`src/rtl/tx_pkg.sv`:
```
// Shared defaults and types for the CDL transmit serializer.
package tx_pkg;

  localparam int unsigned DATA_W_DEF    = 8;
  localparam int unsigned STUFF_LEN_DEF = 6;
  localparam logic        IDLE_BIT_DEF  = 1'b1;
  localparam int unsigned ONES_W_DEF    = $clog2(STUFF_LEN_DEF + 1);

  // What a strobe does this bit time, in priority order.
  typedef enum logic [1:0] {
    ACT_IDLE  = 2'd0,
    ACT_STUFF = 2'd1,
    ACT_SHIFT = 2'd2,
    ACT_LOAD  = 2'd3
  } strobe_act_e;

endpackage

```
`src/rtl/tx_hold_buf.sv`:
```
// One-entry holding register between the byte handshake and the shifter.
module tx_hold_buf
  import tx_pkg::*;
#(
  parameter int unsigned DATA_W = DATA_W_DEF
) (
  input  logic              clk,
  input  logic              rst,
  input  logic [DATA_W-1:0] tx_data,
  input  logic              tx_valid,
  output logic              tx_ready,
  input  logic              pop,
  output logic [DATA_W-1:0] hold_data,
  output logic              hold_full,
  output logic              hold_full_nxt_c
);

  logic [DATA_W-1:0] hold_data_q, hold_data_d;
  logic              hold_full_q, hold_full_d;
  logic              tx_ready_q, tx_ready_d;
  logic              accept;

  // Accept fills the entry; a pop from the shifter empties it (never both at once).
  always_comb begin
    hold_data_d = hold_data_q;
    hold_full_d = hold_full_q;
    accept      = tx_valid && tx_ready_q;
    if (accept) begin
      hold_data_d = tx_data;
      hold_full_d = 1'b1;
    end else if (pop) begin
      hold_full_d = 1'b0;
    end
    tx_ready_d = !hold_full_d;
  end

  // Holding register state.
  always_ff @(posedge clk) begin
    if (rst) begin
      hold_data_q <= '0;
      hold_full_q <= 1'b0;
      tx_ready_q  <= 1'b1;
    end else begin
      hold_data_q <= hold_data_d;
      hold_full_q <= hold_full_d;
      tx_ready_q  <= tx_ready_d;
    end
  end

  assign tx_ready        = tx_ready_q;
  assign hold_data       = hold_data_q;
  assign hold_full       = hold_full_q;
  assign hold_full_nxt_c = hold_full_d;

endmodule

```
`src/rtl/tx_stuff_serializer.sv`:
```
// LSB-first byte serializer with bit stuffing, feeding the NRZI encoder.
module tx_stuff_serializer
  import tx_pkg::*;
#(
  parameter int unsigned DATA_W    = DATA_W_DEF,
  parameter int unsigned STUFF_LEN = STUFF_LEN_DEF,
  parameter logic        IDLE_BIT  = IDLE_BIT_DEF
) (
  input  logic              clk,
  input  logic              rst,
  input  logic              strobe,
  input  logic [DATA_W-1:0] tx_data,
  input  logic              tx_valid,
  output logic              tx_ready,
  input  logic              clear_stuff,
  output logic              d_orig,
  output logic              byte_done,
  output logic              stuffing,
  output logic              idle
);

  localparam int unsigned BCNT_W = $clog2(DATA_W + 1);
  localparam int unsigned ONES_W = $clog2(STUFF_LEN + 1);
  localparam logic [BCNT_W-1:0] BCNT_EMPTY = BCNT_W'(DATA_W);
  localparam logic [ONES_W-1:0] ONES_MAX   = ONES_W'(STUFF_LEN);

  logic [DATA_W-1:0] sr_q, sr_d;
  logic [BCNT_W-1:0] bit_cnt_q, bit_cnt_d;
  logic [ONES_W-1:0] ones_cnt_q, ones_cnt_d;
  logic              d_orig_q, d_orig_d;
  logic              stuffing_q, stuffing_d;
  logic              byte_done_q, byte_done_d;
  logic              idle_q, idle_d;

  logic [DATA_W-1:0] hold_data;
  logic              hold_full;
  logic              hold_full_nxt;
  logic              pop;
  logic [DATA_W-1:0] src;
  strobe_act_e       act;

  tx_hold_buf #(
    .DATA_W (DATA_W)
  ) u_hold (
    .clk             (clk),
    .rst             (rst),
    .tx_data         (tx_data),
    .tx_valid        (tx_valid),
    .tx_ready        (tx_ready),
    .pop             (pop),
    .hold_data       (hold_data),
    .hold_full       (hold_full),
    .hold_full_nxt_c (hold_full_nxt)
  );

  // Per-strobe bit selection: stuff, shift, load-and-shift, or idle level.
  always_comb begin
    sr_d        = sr_q;
    bit_cnt_d   = bit_cnt_q;
    ones_cnt_d  = ones_cnt_q;
    d_orig_d    = d_orig_q;
    stuffing_d  = stuffing_q;
    byte_done_d = 1'b0;
    pop         = 1'b0;
    src         = sr_q;
    act         = ACT_IDLE;

    if (ones_cnt_q == ONES_MAX) begin
      act = ACT_STUFF;
    end else if (bit_cnt_q != BCNT_EMPTY) begin
      act = ACT_SHIFT;
    end else if (hold_full) begin
      act = ACT_LOAD;
    end

    if (strobe) begin
      unique case (act)
        ACT_STUFF: begin
          d_orig_d   = 1'b0;
          stuffing_d = 1'b1;
          ones_cnt_d = '0;
        end
        ACT_SHIFT, ACT_LOAD: begin
          pop         = (act == ACT_LOAD);
          src         = pop ? hold_data : sr_q;
          d_orig_d    = src[0];
          sr_d        = src >> 1;
          bit_cnt_d   = pop ? BCNT_W'(1) : bit_cnt_q + BCNT_W'(1);
          stuffing_d  = 1'b0;
          ones_cnt_d  = src[0] ? ones_cnt_q + ONES_W'(1) : '0;
          byte_done_d = (bit_cnt_d == BCNT_EMPTY);
        end
        default: begin
          d_orig_d   = IDLE_BIT;
          stuffing_d = 1'b0;
        end
      endcase
    end

    // Packet-boundary clear only while nothing is in flight.
    if (clear_stuff && idle_q) begin
      ones_cnt_d = '0;
    end

    idle_d = (bit_cnt_d == BCNT_EMPTY) && !hold_full_nxt && (ones_cnt_d != ONES_MAX);
  end

  // Serializer state and registered outputs.
  always_ff @(posedge clk) begin
    if (rst) begin
      sr_q        <= '0;
      bit_cnt_q   <= BCNT_EMPTY;
      ones_cnt_q  <= '0;
      d_orig_q    <= IDLE_BIT;
      stuffing_q  <= 1'b0;
      byte_done_q <= 1'b0;
      idle_q      <= 1'b1;
    end else begin
      sr_q        <= sr_d;
      bit_cnt_q   <= bit_cnt_d;
      ones_cnt_q  <= ones_cnt_d;
      d_orig_q    <= d_orig_d;
      stuffing_q  <= stuffing_d;
      byte_done_q <= byte_done_d;
      idle_q      <= idle_d;
    end
  end

  assign d_orig    = d_orig_q;
  assign stuffing  = stuffing_q;
  assign byte_done = byte_done_q;
  assign idle      = idle_q;

endmodule

```
`config.mk`:
```
export PLATFORM = sky130hd
export DESIGN_NAME = tx_stuff_serializer
export DESIGN_NICKNAME = d
export VERILOG_FILES = /design/src/rtl/tx_pkg.sv /design/src/rtl/tx_hold_buf.sv /design/src/rtl/tx_stuff_serializer.sv
export SDC_FILE = /design/constraint.sdc
export NUM_CORES = 1
export LEC_CHECK = 0
export ABC_AREA = 1
export CELL_PAD_IN_SITES_DETAIL_PLACEMENT = 0
export CELL_PAD_IN_SITES_GLOBAL_PLACEMENT = 1
export CORE_AREA = 2 2 62 64
export DETAILED_ROUTE_END_ITERATION = 10
export DIE_AREA = 0 0 64 66
export PLACE_DENSITY = 0.86
export RECOVER_POWER = 100
export SYNTH_ARGS = -nofsm -noshare
export SYNTH_HDL_FRONTEND = slang
export SYNTH_SLANG_ARGS = --single-unit
```
`constraint.sdc`:
```
create_clock -name clk -period 2 [get_ports clk]
set_input_delay 0.6 -clock clk [delete_from_list [all_inputs] [get_ports clk]]
set_output_delay 0.6 -clock clk [all_outputs]
set_load 0.1 [all_outputs]
```
==> impl_metrics.py, run 1 <==
metrics = {
    "floorplanning": {
        "start_util_pct": 36.9,
        "core_um2": 3550,
        "ioPinCount": 18,
        "die_h_um": 66,
        "die_x_um": 64,
        "rows": 22,
        "die_area_um2": 4220,
    },
    "setup_path": {
        "startpoint": "ones_cnt_q[0]$_SDFF_PP0_",
        "worst_setup_path_start_kind": "register",
        "rr_endpoint": "idle$_SDFF_PP1_",
        "worstSetupPathType": "register to register",
        "crit_end": "idle$_SDFF_PP1_",
        "worstSetupEndpointType": "register",
        "r2r_start": "ones_cnt_q[0]$_SDFF_PP0_",
        "cp.arrival_ns": 2.02,
        "critPathRequiredTime_ns": 2.27,
        "crit_fanout": 5,
        "r2r_slack_ns": 0.25,
        "worstRegToRegCells": 11,
    },
    "logic_synthesis": {
        "synth_area_leaders": "dfxtp_1, nand2_1, nor2_1",
        "yosysSeqAreaShare_pct": 42.8,
        "yosysWarnings": 0,
        "async_flop_share_pct": 0,
        "synth_common_cells": "nand2_1, dfxtp_1, nor2_1, inv_1, nand3_1",
        "synth_area_leader_cell": "dfxtp_1",
        "synth_top_area_share_pct": 42.8,
        "synth_cells": 183,
        "syn_nets": 200,
        "synth_ff_type": "dfxtp_1",
        "syn_area_per_cell_um2": 7.16,
        "synth-seq-cells": 28,
        "yosysMostFrequentCell": "nand2_1",
        "synth_cell_types": 23,
        "synth_edf_count": 0,
        "syn_area_um2": 1310,
    },
    "layout": {
        "antenna_cells": 0,
        "layout-drive-gt1-share_pct": 10.7,
        "instances_no_fill": 254,
        "nNetsFinal": 224,
        "areaGrowthSynthToFinish_pct": 21.3,
    },
    "placement": {
        "dp.cells": 250,
        "pre_cts_ws_ns": 0.0348,
        "dp_hpwl_mm": 1.91,
        "gp_congestion": 0.822,
        "io_buffers": 17,
    },
    "grt": {
        "grt_overflow": 0,
        "track_usage_pct": 14.0,
        "grt_antenna_before_repair": 0,
        "grt_pass1_wl_mm": 4.72,
        "grt_pass1_vias": 1111,
        "grt_start_max_net_pins": 19,
    },
    "power_and_ir_drop": {
        "power_mw": 1.38,
        "irDropWorstVdd_mv": 0.502,
        "powerDensity_nw_per_um2": 866,
        "leakagePower_nw": 0.757,
    },
    "clock_tree": {
        "postCtsSetupBuffers": 0,
        "cts_buffers": 3,
        "path_clk_slew_ns": 0.15,
        "worstSkewPairLatency_ns": 0.33,
        "clock-root-buffer": "clkbuf_4",
        "cts_tree": "yes",
        "clock_sinks": 28,
        "cts_buffer_depth": 2,
        "h-tree-depth": 1,
    },
    "drt": {
        "routed_via_density": 4.54,
        "dr_wl_met3_um": 52,
        "routed_wl_mm": 2.54,
        "wl_met1_mm": 1.33,
        "drt_pre_antenna_iters": 4,
        "drc": 0,
        "vias": 1153,
        "wl_per_cell_um": 9.99,
        "drt-initial-drc-count": 29,
        "dr_wl_met2_mm": 1.11,
        "routed.top_layer": "met4",
        "antenna_left": 0,
    },
    "sta": {
        "fmax_mhz": 571,
        "setup_ws_ns": 0.250,
        "hold_viol": 0,
        "fin_hold_ws_ns": 0.480,
        "slew_violations": 0,
        "rsz0062_at_grt": "false",
        "fin_crit_sh_pct": 87.5,
        "fin_tns_setup_ns": 0,
        "skew_ns": 0.00422,
        "tightest_slew_ns": 0.548,
        "slew_headroom_pct": 63.6,
        "finalSetupViolCount": 0,
        "post-route-min-period_ns": 1.75,
    },
    "worst_hold_path": {
        "hold_class": "register to register",
        "whs_path_depth": 2,
    },
    "outcome": {
        "status": "completed",
    },
    "run": {
        "cap_violations": 0,
    },
}
[repair_timing]
item / CTS / global route
hold endpoints to repair: 0 / 0
hold buffers: 0 / 0
resized for setup: 0 / 1
endpoints found under the setup margin: 0 / 2
[kinds of logic after synthesis]
family	Yosys count	share of synthesized area, %
buf+inv	27	8.59
simple gates	99	33.0
compound gates	24	11.2
fa+ha+maj	4	3.82
flops	28	42.8
xor+xnor	1	0.669
[worst min path at each step]
stage | from | endpoint | slack (ns)
6_report | sr_q[6]$_SDFFE_PP0P_ | sr_q[6]$_SDFFE_PP0P_ | 0.48
2_1_floorplan | sr_q[6]$_SDFFE_PP0P_ | sr_q[6]$_SDFFE_PP0P_ | 0.44
4_1_cts | sr_q[6]$_SDFFE_PP0P_ | sr_q[6]$_SDFFE_PP0P_ | 0.48
3_5_place_dp | sr_q[6]$_SDFFE_PP0P_ | sr_q[6]$_SDFFE_PP0P_ | 0.46
5_1_grt | sr_q[6]$_SDFFE_PP0P_ | sr_q[6]$_SDFFE_PP0P_ | 0.50
3_3_place_gp | u_hold.hold_data[5]$_SDFFE_PP0P_ | u_hold.hold_data[5]$_SDFFE_PP0P_ | 0.47
[final cells by class]
cell class / count / area (um^2)
multi-input cells: 128 / 639
well taps: 48 / 60.1
clock inverters: 1 / 30.0
repair buffers: 24 / 194
clock buffers: 3 / 22.5
inverters: 22 / 82.6
fillers: 371 / 1960
flip-flops and latches: 28 / 561
[layout by cell type (no fill, tap or decap), drive strengths merged]
master	n
buf	6
nand3	18
dlygate4sd3	1
ha	4
o211ai	6
clkinv	1
clkbuf	9
dfxtp	28
xor2	1
inv	21
nor3	2
o21ai	12
clkdlybuf4s50	11
bufinv	1
nand4	3
nand2	49
nor2	27
a21oi	6
[sequential cells by signal (all words and copies together) (netlist names)]
signal / count
u_hold.tx_ready: 1
u_hold.hold_data: 8
bit_cnt_q: 4
u_hold.hold_full: 1
ones_cnt_q: 3
d_orig: 1
byte_done: 1
stuffing: 1
sr_q: 7
idle: 1
[where the power goes]
part	switching [mW]	leakage (nW)	internal [mW]
clock network	0.166	0.0279	0.203
registers	0.0339	0.230	0.611
logic	0.242	0.498	0.120
[stage by stage]
step | area [um^2] | util, %
finish | 1590 | 44.7
global route | 1590 | 44.7
CTS | 1670 | 46.9
detailed placement | 1610 | 45.4
global placement | 1610 | 45.4
floorplan | 1310 | -
[critical path: stages (launching register included)]
cell and delay [ns]:
dfxtp_1 0.39, inv_1 0.07, ha_1 0.20, nand2_1 0.18, nand2_1 0.14, inv_1 0.14
nand2_1 0.13, nand2_1 0.08, nand2_1 0.08, nor2_2 0.10, nand3_1 0.07, a21oi_1 0.12
[routing by layer]
metal  global-route usage, %  vias to the layer above
met2                    23.0                       15
met5                       0                        -
li1                        -                      633
met1                    18.1                      501
met4                    7.34                        0
met3                    1.53                        4
(Power assumes the default switching activity.)
==> run 2, diff against run 1 <==
--- a/config.mk
+++ b/config.mk
@@ -9,6 +9,7 @@
 export CELL_PAD_IN_SITES_DETAIL_PLACEMENT = 0
 export CELL_PAD_IN_SITES_GLOBAL_PLACEMENT = 1
 export CORE_AREA = 2 2 62 64
+export CTS_CLUSTER_SIZE = 20
 export DETAILED_ROUTE_END_ITERATION = 10
 export DIE_AREA = 0 0 64 66
 export PLACE_DENSITY = 0.86
==> constraint.sdc (replaced) <==
create_clock -name clk -period 1.9 [get_ports clk]
set_input_delay 0.57 -clock clk [delete_from_list [all_inputs] [get_ports clk]]
set_output_delay 0.57 -clock clk [all_outputs]
set_load 0.1 [all_outputs]
==> run 2 against run 1 <==
Die area unchanged. Combinational power rose by 14%. Core utilization increased by 1.7 points.
==> impl_metrics.py, run 2 (synthesized netlist as in run 1, its figures left out) <==
metrics = {
    "clock_tree": {
        "clock_sinks": 28,
        "worstSkewPairLatency_ns": 0.33,
        "cts_tree": "yes",
        "path_clk_slew_ns": 0.15,
        "cts_buffers": 3,
        "cts_resized": 0,
        "clock-root-buffer": "clkbuf_4",
        "cts_hold_buf": 0,
        "h-tree-depth": 1,
        "postCtsSetupBuffers": 0,
        "cts_buffer_depth": 2,
    },
    "power_and_ir_drop": {
        "pwr-share-comb_pct": 28.0,
        "internal_power_mw": 1.01,
        "irDropWorstVdd_mv": 0.500,
        "clock_power_share_pct": 26.4,
        "powerDensity_nw_per_um2": 899,
        "leakagePower_nw": 0.794,
        "switching_power_mw": 0.474,
        "p_seq_share_pct": 45.7,
        "switching_share_pct": 32.0,
    },
    "placement": {
        "placed_cell_area_um2": 1670,
        "gp_congestion": 0.759,
        "io_buffers": 17,
        "dp_hpwl_mm": 1.99,
    },
    "setup_path": {
        "cp_top_family": "buffers and inverters",
        "critPathSlowestCell": "clkbuf_2",
        "cp.arrival_ns": 1.15,
        "worstSetupPathType": "register to primary output",
        "critPathRequiredTime_ns": 1.33,
        "crit_chain": "clkbuf_2",
        "worst_setup_path_start_kind": "register",
        "crit_fanout": 2,
        "slowest_delay_ns": 0.46,
        "worstSetupEndpointType": "primary output",
        "cp_num_buf_inv": 1,
    },
    "grt": {
        "grt_pass1_wl_mm": 4.72,
        "track_usage_pct": 14.0,
        "grt_overflow": 0,
        "grt_antenna_before_repair": 0,
        "grt_pass1_vias": 1109,
        "grt_start_max_net_pins": 18,
    },
    "drt": {
        "drc": 0,
        "wl_per_cell_um": 9.90,
        "vias": 1176,
        "drt-initial-drc-count": 23,
        "routed_via_density": 4.51,
        "antenna_left": 0,
        "routed_wl_mm": 2.58,
        "drt_pre_antenna_iters": 4,
    },
    "layout": {
        "nNetsFinal": 231,
        "layout-drive-gt1-share_pct": 15.0,
        "antenna_cells": 0,
        "areaGrowthSynthToFinish_pct": 25.8,
        "final_common_cell": "nand2_1",
        "largest_register_ffs": 8,
        "stdcell_area_um2": 1650,
        "most-common-layout-cells": "nand2_1, dfxtp_1, nor2_1",
        "fill_cells": 372,
    },
    "floorplanning": {
        "die_area_um2": 4220,
        "die_x_um": 64,
        "rows": 22,
        "core_um2": 3550,
        "ioPinCount": 18,
        "die_h_um": 66,
        "start_util_pct": 36.9,
    },
    "sta": {
        "slew_headroom_pct": 63.8,
        "skew_ns": 0.00437,
        "fin_tns_setup_ns": 0,
        "finalSetupViolCount": 0,
        "hold_viol": 0,
        "rsz0062_at_grt": "false",
        "slew_violations": 0,
        "post-route-min-period_ns": 1.72,
        "tightest_slew_ns": 0.545,
        "fin_crit_sh_pct": 90.3,
        "fmax_mhz": 583,
    },
    "worst_hold_path": {
        "hold_class": "register to register",
    },
    "outcome": {
        "status": "completed",
    },
    "run": {
        "cap_violations": 0,
    },
}
run 2: changes by cell type in the layout (fill, tap and decap cells not counted), sizes merged:
cell / change
clkbuf: +2
buf: +5
run 2: final timing paths:
kind,from,end,slack [ns],cells past startpoint
hold / removal,sr_q[6]$_SDFFE_PP0P_,sr_q[6]$_SDFFE_PP0P_,0.48,2
hold reg to reg,sr_q[6]$_SDFFE_PP0P_,sr_q[6]$_SDFFE_PP0P_,0.48,2
setup / recovery,u_hold.tx_ready$_SDFF_PP1_,tx_ready,0.18,1
setup reg to reg,bit_cnt_q[1]$_SDFF_PP0_,idle$_SDFF_PP1_,0.19,11
run 2: area by class of cell:
cell class / count / area [um^2] / area share (%)
inverter: 22 / 82.6 / 5.01
timing repair buffer: 31 / 248 / 15.0
tap: 48 / 60.1 / 3.64
clock inverter: 1 / 30.0 / 1.82
clock buffer: 3 / 22.5 / 1.37
sequential: 28 / 561 / 34.0
multi-input combinational: 128 / 644 / 39.1
run 2: metal layers:
metal,vias up,part of all wire (%),GRT usage [%]
met5,-,0,0
met4,0,1.6,6.52
li1,647,-,-
met1,506,51,18.6
met2,18,45,22.9
met3,5,2.6,1.53
run 2: power groups by stage:
stage          sequential [mW]  clock [mW]  combinational (mW)
6_report                 0.676       0.390               0.414
5_1_grt                  0.684       0.413               0.467
4_1_cts                  0.682       0.400               0.447
3_5_place_dp             0.695           0               0.445
3_3_place_gp             0.694           0               0.441
2_1_floorplan            0.757           0               0.225
run 2: stage by stage:
| step | setup WS (ns) | total power, mW | cells | hold slack [ns] | utilization, % |
|---|---|---|---|---|---|
| after global routing | 0.0219 | 1.56 | 261 | 0.498 | 46.4 |
| after global placement | -0.0333 | 1.14 | 257 | 0.456 | 46.9 |
| after CTS | 0.208 | 1.53 | 261 | 0.486 | 48.4 |
| final | 0.183 | 1.48 | 261 | 0.482 | 46.4 |
| after floorplan | 0.0969 | 0.983 | 183 | 0.445 | - |
| after detailed placement | -0.0608 | 1.14 | 257 | 0.460 | 46.9 |
==> run 3, diff against run 2 <==
--- a/config.mk
+++ b/config.mk
@@ -14,6 +14,7 @@
 export DIE_AREA = 0 0 64 66
 export PLACE_DENSITY = 0.86
 export RECOVER_POWER = 100
+export SLEW_MARGIN = 20
 export SYNTH_ARGS = -nofsm -noshare
 export SYNTH_HDL_FRONTEND = slang
 export SYNTH_SLANG_ARGS = --single-unit
==> results of run 3 <==
Same layout as run 2: the final DEF is identical, and so are final timing and power.
==> patch 1, RTL diff (config.mk and constraints of run 2) <==
`DATA_W_DEF`: 8 -> 4.
--- a/src/rtl/tx_pkg.sv
+++ b/src/rtl/tx_pkg.sv
@@ -1,7 +1,7 @@
 // Shared defaults and types for the CDL transmit serializer.
 package tx_pkg;
 
-  localparam int unsigned DATA_W_DEF    = 8;
+  localparam int unsigned DATA_W_DEF    = 4;
   localparam int unsigned STUFF_LEN_DEF = 6;
   localparam logic        IDLE_BIT_DEF  = 1'b1;
   localparam int unsigned ONES_W_DEF    = $clog2(STUFF_LEN_DEF + 1);
Ports: changed (resized tx_data); port bits go from 18 to 14. The function was not compared with the original's and may differ.
==> patch 1 against run 2 <==
  * Synthesized area shrank 27%
  * Sequential cell count shrank 9
  * Worst setup slack gained 0.017 ns
  * Core utilization shrank 13 points
  * Critical path type is now in2reg
  * Total power shrank 30%
  * Critical endpoint is now idle
  * Largest cell class unchanged
  * Synthesized cell count shrank 32%
  * Design area shrank 29%
  * Sequential power shrank 31%
  * Wire length shrank 26%
==> patch 1: results <==
global_routing:
  antenna_found_initial: 0
  grt_pass1_wl_um: 3170
  grt.total_usage: 0.0980
  grt_max_degree: 14
  grt_pass1_vias: 749
place:
  dp_hpwl_um: 1430
  io_buffers: 13
  gp_congestion: 0.813
  dp_slack_ns: -0.0151
  place_inst: 193
  placed_area_um2: 1240
critical_path:
  cp_top_family: "buffers and inverters"
  critPathSlowestCell: "dlygate4sd3_1"
  crit_path_max_fanout: 3
  rrSetupSlack_ns: 0.23
  critPathArrivalTime_ns: 1.89
  rr_worst_depth: 10
  slowest_delay_ns: 0.59
power:
  p_leak_nw: 0.568
  peakVddDrop_uv: 568
drt:
  drtIter0Drc: 11
  via_per_inst: 4.12
  wl_um: 1900
  detailroute.via_count: 811
synthesis:
  synth.distinct_cells: 24
  yosys-top-cells-count: "23 x nand2_1, 19 x dfxtp_1, 16 x inv_1, 16 x nor2_1"
  yosysSeqAreaShare: 0.399
  synth_nets: 139
  syn_avg_cell_area_um2: 7.63
  synthTopCellsByArea: "dfxtp_1 40%, nand2_1 9.1%, ha_1 6.6%, inv_1 6.3%, nor2_1 6.3%"
cells_and_area:
  largest_reg_flops: 4
  num-nets-final: 164
  final_layout_size_suffix_gt1_frac: 0.201
sta:
  fin_worst_skew_ns: 0.00421
  maxSlewHeadroom: 0.638
status:
  status: "complete, no violations"
worst_hold_path:
  hp-class: "reg2reg"
  holdPathStages: 2
  min_to: "u_hold.hold_data[0]"
  hold_start: "u_hold.hold_data[0]"
clock_tree:
  clock_latency_ns: 0.29
  clkTransAtPathRegs_ns: 0.11
[patch 1: how the worst max path moves through the flow]
stage                               start  endpoint  slack, ns
after CTS                    bit_cnt_q[1]      idle       0.28
after global placement             strobe      idle      -0.01
final                              strobe      idle       0.20
after floorplan           u_hold.tx_ready      idle       0.27
after global routing         bit_cnt_q[1]      idle       0.05
after detailed placement           strobe      idle      -0.02
[patch 1: area by class of cell]
| type | count | area, µm² |
|---|---|---|
| Inverter | 18 | 70.1 |
| Timing Repair Buffer | 22 | 169 |
| Sequential cell | 19 | 380 |
| Fill cell | 373 | 2370 |
| Multi-Input combinational cell | 86 | 470 |
| Tap cell | 48 | 60.1 |
| Clock buffer | 4 | 26.3 |
[patch 1: per-stage QoR]
stage	hold WS, ns	utilization
2_1_floorplan	0.428	-
3_3_place_gp	0.449	0.349
3_5_place_dp	0.447	0.349
4_1_cts	0.463	0.356
5_1_grt	0.486	0.331
6_report	0.464	0.331
[patch 1: logic make-up (layout without fill, tap and decap cells)]
| group | after synthesis | after routing | share of synthesized area |
|---|---|---|---|
| buffers and inverters | 20 | 44 | 0.0971 |
| adder cells (fa/ha/maj) | 5 | 5 | 0.0656 |
| AND/OR/NAND/NOR | 65 | 65 | 0.337 |
| AO/OA/AOI/OAI | 15 | 15 | 0.0918 |
| flip-flops | 19 | 19 | 0.399 |
| XOR/XNOR | 1 | 1 | 0.00919 |
[patch 1: metal layers]
| metal | wire (µm) | vias up | track usage |
|---|---|---|---|
| li1 | - | 446 | - |
| met1 | 930 | 351 | 0.121 |
| met2 | 905 | 10 | 0.161 |
| met3 | 24 | 4 | 0.0102 |
| met4 | 41 | 0 | 0.0652 |
| met5 | 0 | - | 0 |
[patch 1: power by group]
group	internal (mW)	switching, mW
sequential	0.438	0.0273
combinational	0.127	0.242
clock	0.0817	0.123
total	0.647	0.392
[patch 1: tightest hold or removal path: stages (launching register included)]
cell	delay, ns
dfxtp_1	0.31
inv_1	0.06
a21oi_1	0.05
==> patch 2, RTL diff (settings of run 2) <==
Without the edit above. Take the reset off `sr_q` and load it in a clocked block of its own.
--- a/src/rtl/tx_stuff_serializer.sv
+++ b/src/rtl/tx_stuff_serializer.sv
@@ -108,7 +108,6 @@
   // Serializer state and registered outputs.
   always_ff @(posedge clk) begin
     if (rst) begin
-      sr_q        <= '0;
       bit_cnt_q   <= BCNT_EMPTY;
       ones_cnt_q  <= '0;
       d_orig_q    <= IDLE_BIT;
@@ -116,7 +115,6 @@
       byte_done_q <= 1'b0;
       idle_q      <= 1'b1;
     end else begin
-      sr_q        <= sr_d;
       bit_cnt_q   <= bit_cnt_d;
       ones_cnt_q  <= ones_cnt_d;
       d_orig_q    <= d_orig_d;
@@ -126,6 +124,10 @@
     end
   end
 
+  always_ff @(posedge clk) begin
+    sr_q <= sr_d;
+  end
+
   assign d_orig    = d_orig_q;
   assign stuffing  = stuffing_q;
   assign byte_done = byte_done_q;
Formal check against the unedited RTL: same outputs for any inputs over 10 cycles, from zero or initial values and one cycle with rst high; that may be too few to reach the edited logic, so the function may still have changed.
==> patch 2 against run 2 <==
  * Design area shrank 6.2%
  * Die area unchanged
  * Maximum frequency grew 0.33%
  * First-iteration DRC count grew to 3.0 times the old value
  * Total power is 0.85% higher
  * Wire length fell by 4.0%
  * Sequential cell count unchanged
  * Final cell count decreased by 10%
  * Synthesized cell count fell by 11%
  * Count of clock-buffer cells in the layout is the same
  * Synthesized area shrank 3.9%
  * Worst setup slack better by 0.0056 ns
  * Core utilization down 2.9 points
  * Largest cell class is now flip-flops and latches
==> patch 2: results <==
critical_path:
  crit_start: "d_orig"
  rr_worst_depth: 8
  reg2reg_from: "bit_cnt_q[0]"
  slowest_delay_ns: 0.45
  cp_top_family: "buffers and inverters"
  crit_end: "d_orig"
  r2r-end: "sr_q[5]"
  rrSetupSlack_ns: 0.22
clock_tree:
  clock_latency_ns: 0.34
  cts_max_path_buffers: 2
  cts_resized: 0
  clockRootBuffer: "clkbuf_4"
  cts_setup_buffers: 0
  clkTransAtPathRegs_ns: 0.14
synthesis:
  async_flop_share: 0
  yosys.area_share.adder: 0.0398
  synth_nets: 180
  yosys-top-cells-count: "40 x nand2_1, 29 x nor2_1, 21 x dfxtp_1"
  synthTopCellsByArea: "dfxtp_1 33%, edfxtp_1 17%, nand2_1 12%, nor2_1 8.6%, o21ai_0 4.8%"
  synth_xor_area_frac: 0.0139
  syn_avg_cell_area_um2: 7.72
  synth-compound-area-share: 0.0825
  yosysSeqAreaShare: 0.501
  synth_edf_count: 7
place:
  dp_slack_ns: -0.00191
  dp_hpwl_um: 1890
  place_inst: 230
  io_buffers: 17
  placed_area_um2: 1560
  gp_congestion: 0.883
power:
  p_per_area_nw_per_um2: 967
  p_clk_frac: 0.264
  p_leak_nw: 0.698
  p_seq_frac: 0.482
  peakVddDrop_uv: 527
  p_switching_mw: 0.469
drt:
  drt_pass1_iterations: 4
  via_per_inst: 4.56
  drtIter0Drc: 68
  routedWlPerCell_um: 10.6
cells_and_area:
  instances_no_fill: 234
  final_layout_size_suffix_gt1_frac: 0.134
  largest_reg_flops: 8
  num-nets-final: 204
global_routing:
  grt_pass1_vias: 1024
  grt_pass1_wl_um: 4390
  antenna_found_initial: 0
  grt.total_usage: 0.132
  grt_max_degree: 17
sta:
  fin_worst_skew_ns: 0.00854
  holdWs_ns: 0.472
  fin_crit_sh: 0.900
  maxSlewHeadroom: 0.641
worst_hold_path:
  holdPathStages: 2
  hold_start: "u_hold.hold_data[7]"
  min_to: "u_hold.hold_data[7]"
status:
  status: "complete, no violations"
patch 2: cell count changes after synthesis, sizes merged, moves of 2 or more:
cell    before  now
o21ai       12   15
buf          3    1
nand2       49   42
nor2        27   32
inv         21   16
nand3       18    9
o211ai       6    0
nand4        3    1
edfxtp       0    7
dfxtp       28   21
patch 2: final cells by class:
| class | instances | area, µm² |
|---|---|---|
| Clock buffer | 3 | 22.5 |
| Clock inverter | 1 | 30.0 |
| Fill cell | 352 | 2010 |
| Inverter | 16 | 60.1 |
| Multi-Input combinational cell | 115 | 556 |
| Sequential cell | 28 | 633 |
| Tap cell | 48 | 60.1 |
| Timing Repair Buffer | 23 | 184 |
patch 2: per-layer routing:
| metal | share of wire | track usage |
|---|---|---|
| met1 | 0.49 | 0.165 |
| met2 | 0.46 | 0.221 |
| met3 | 0.048 | 0.0375 |
| met4 | 0.0052 | 0.0408 |
| met5 | 0 | 0 |
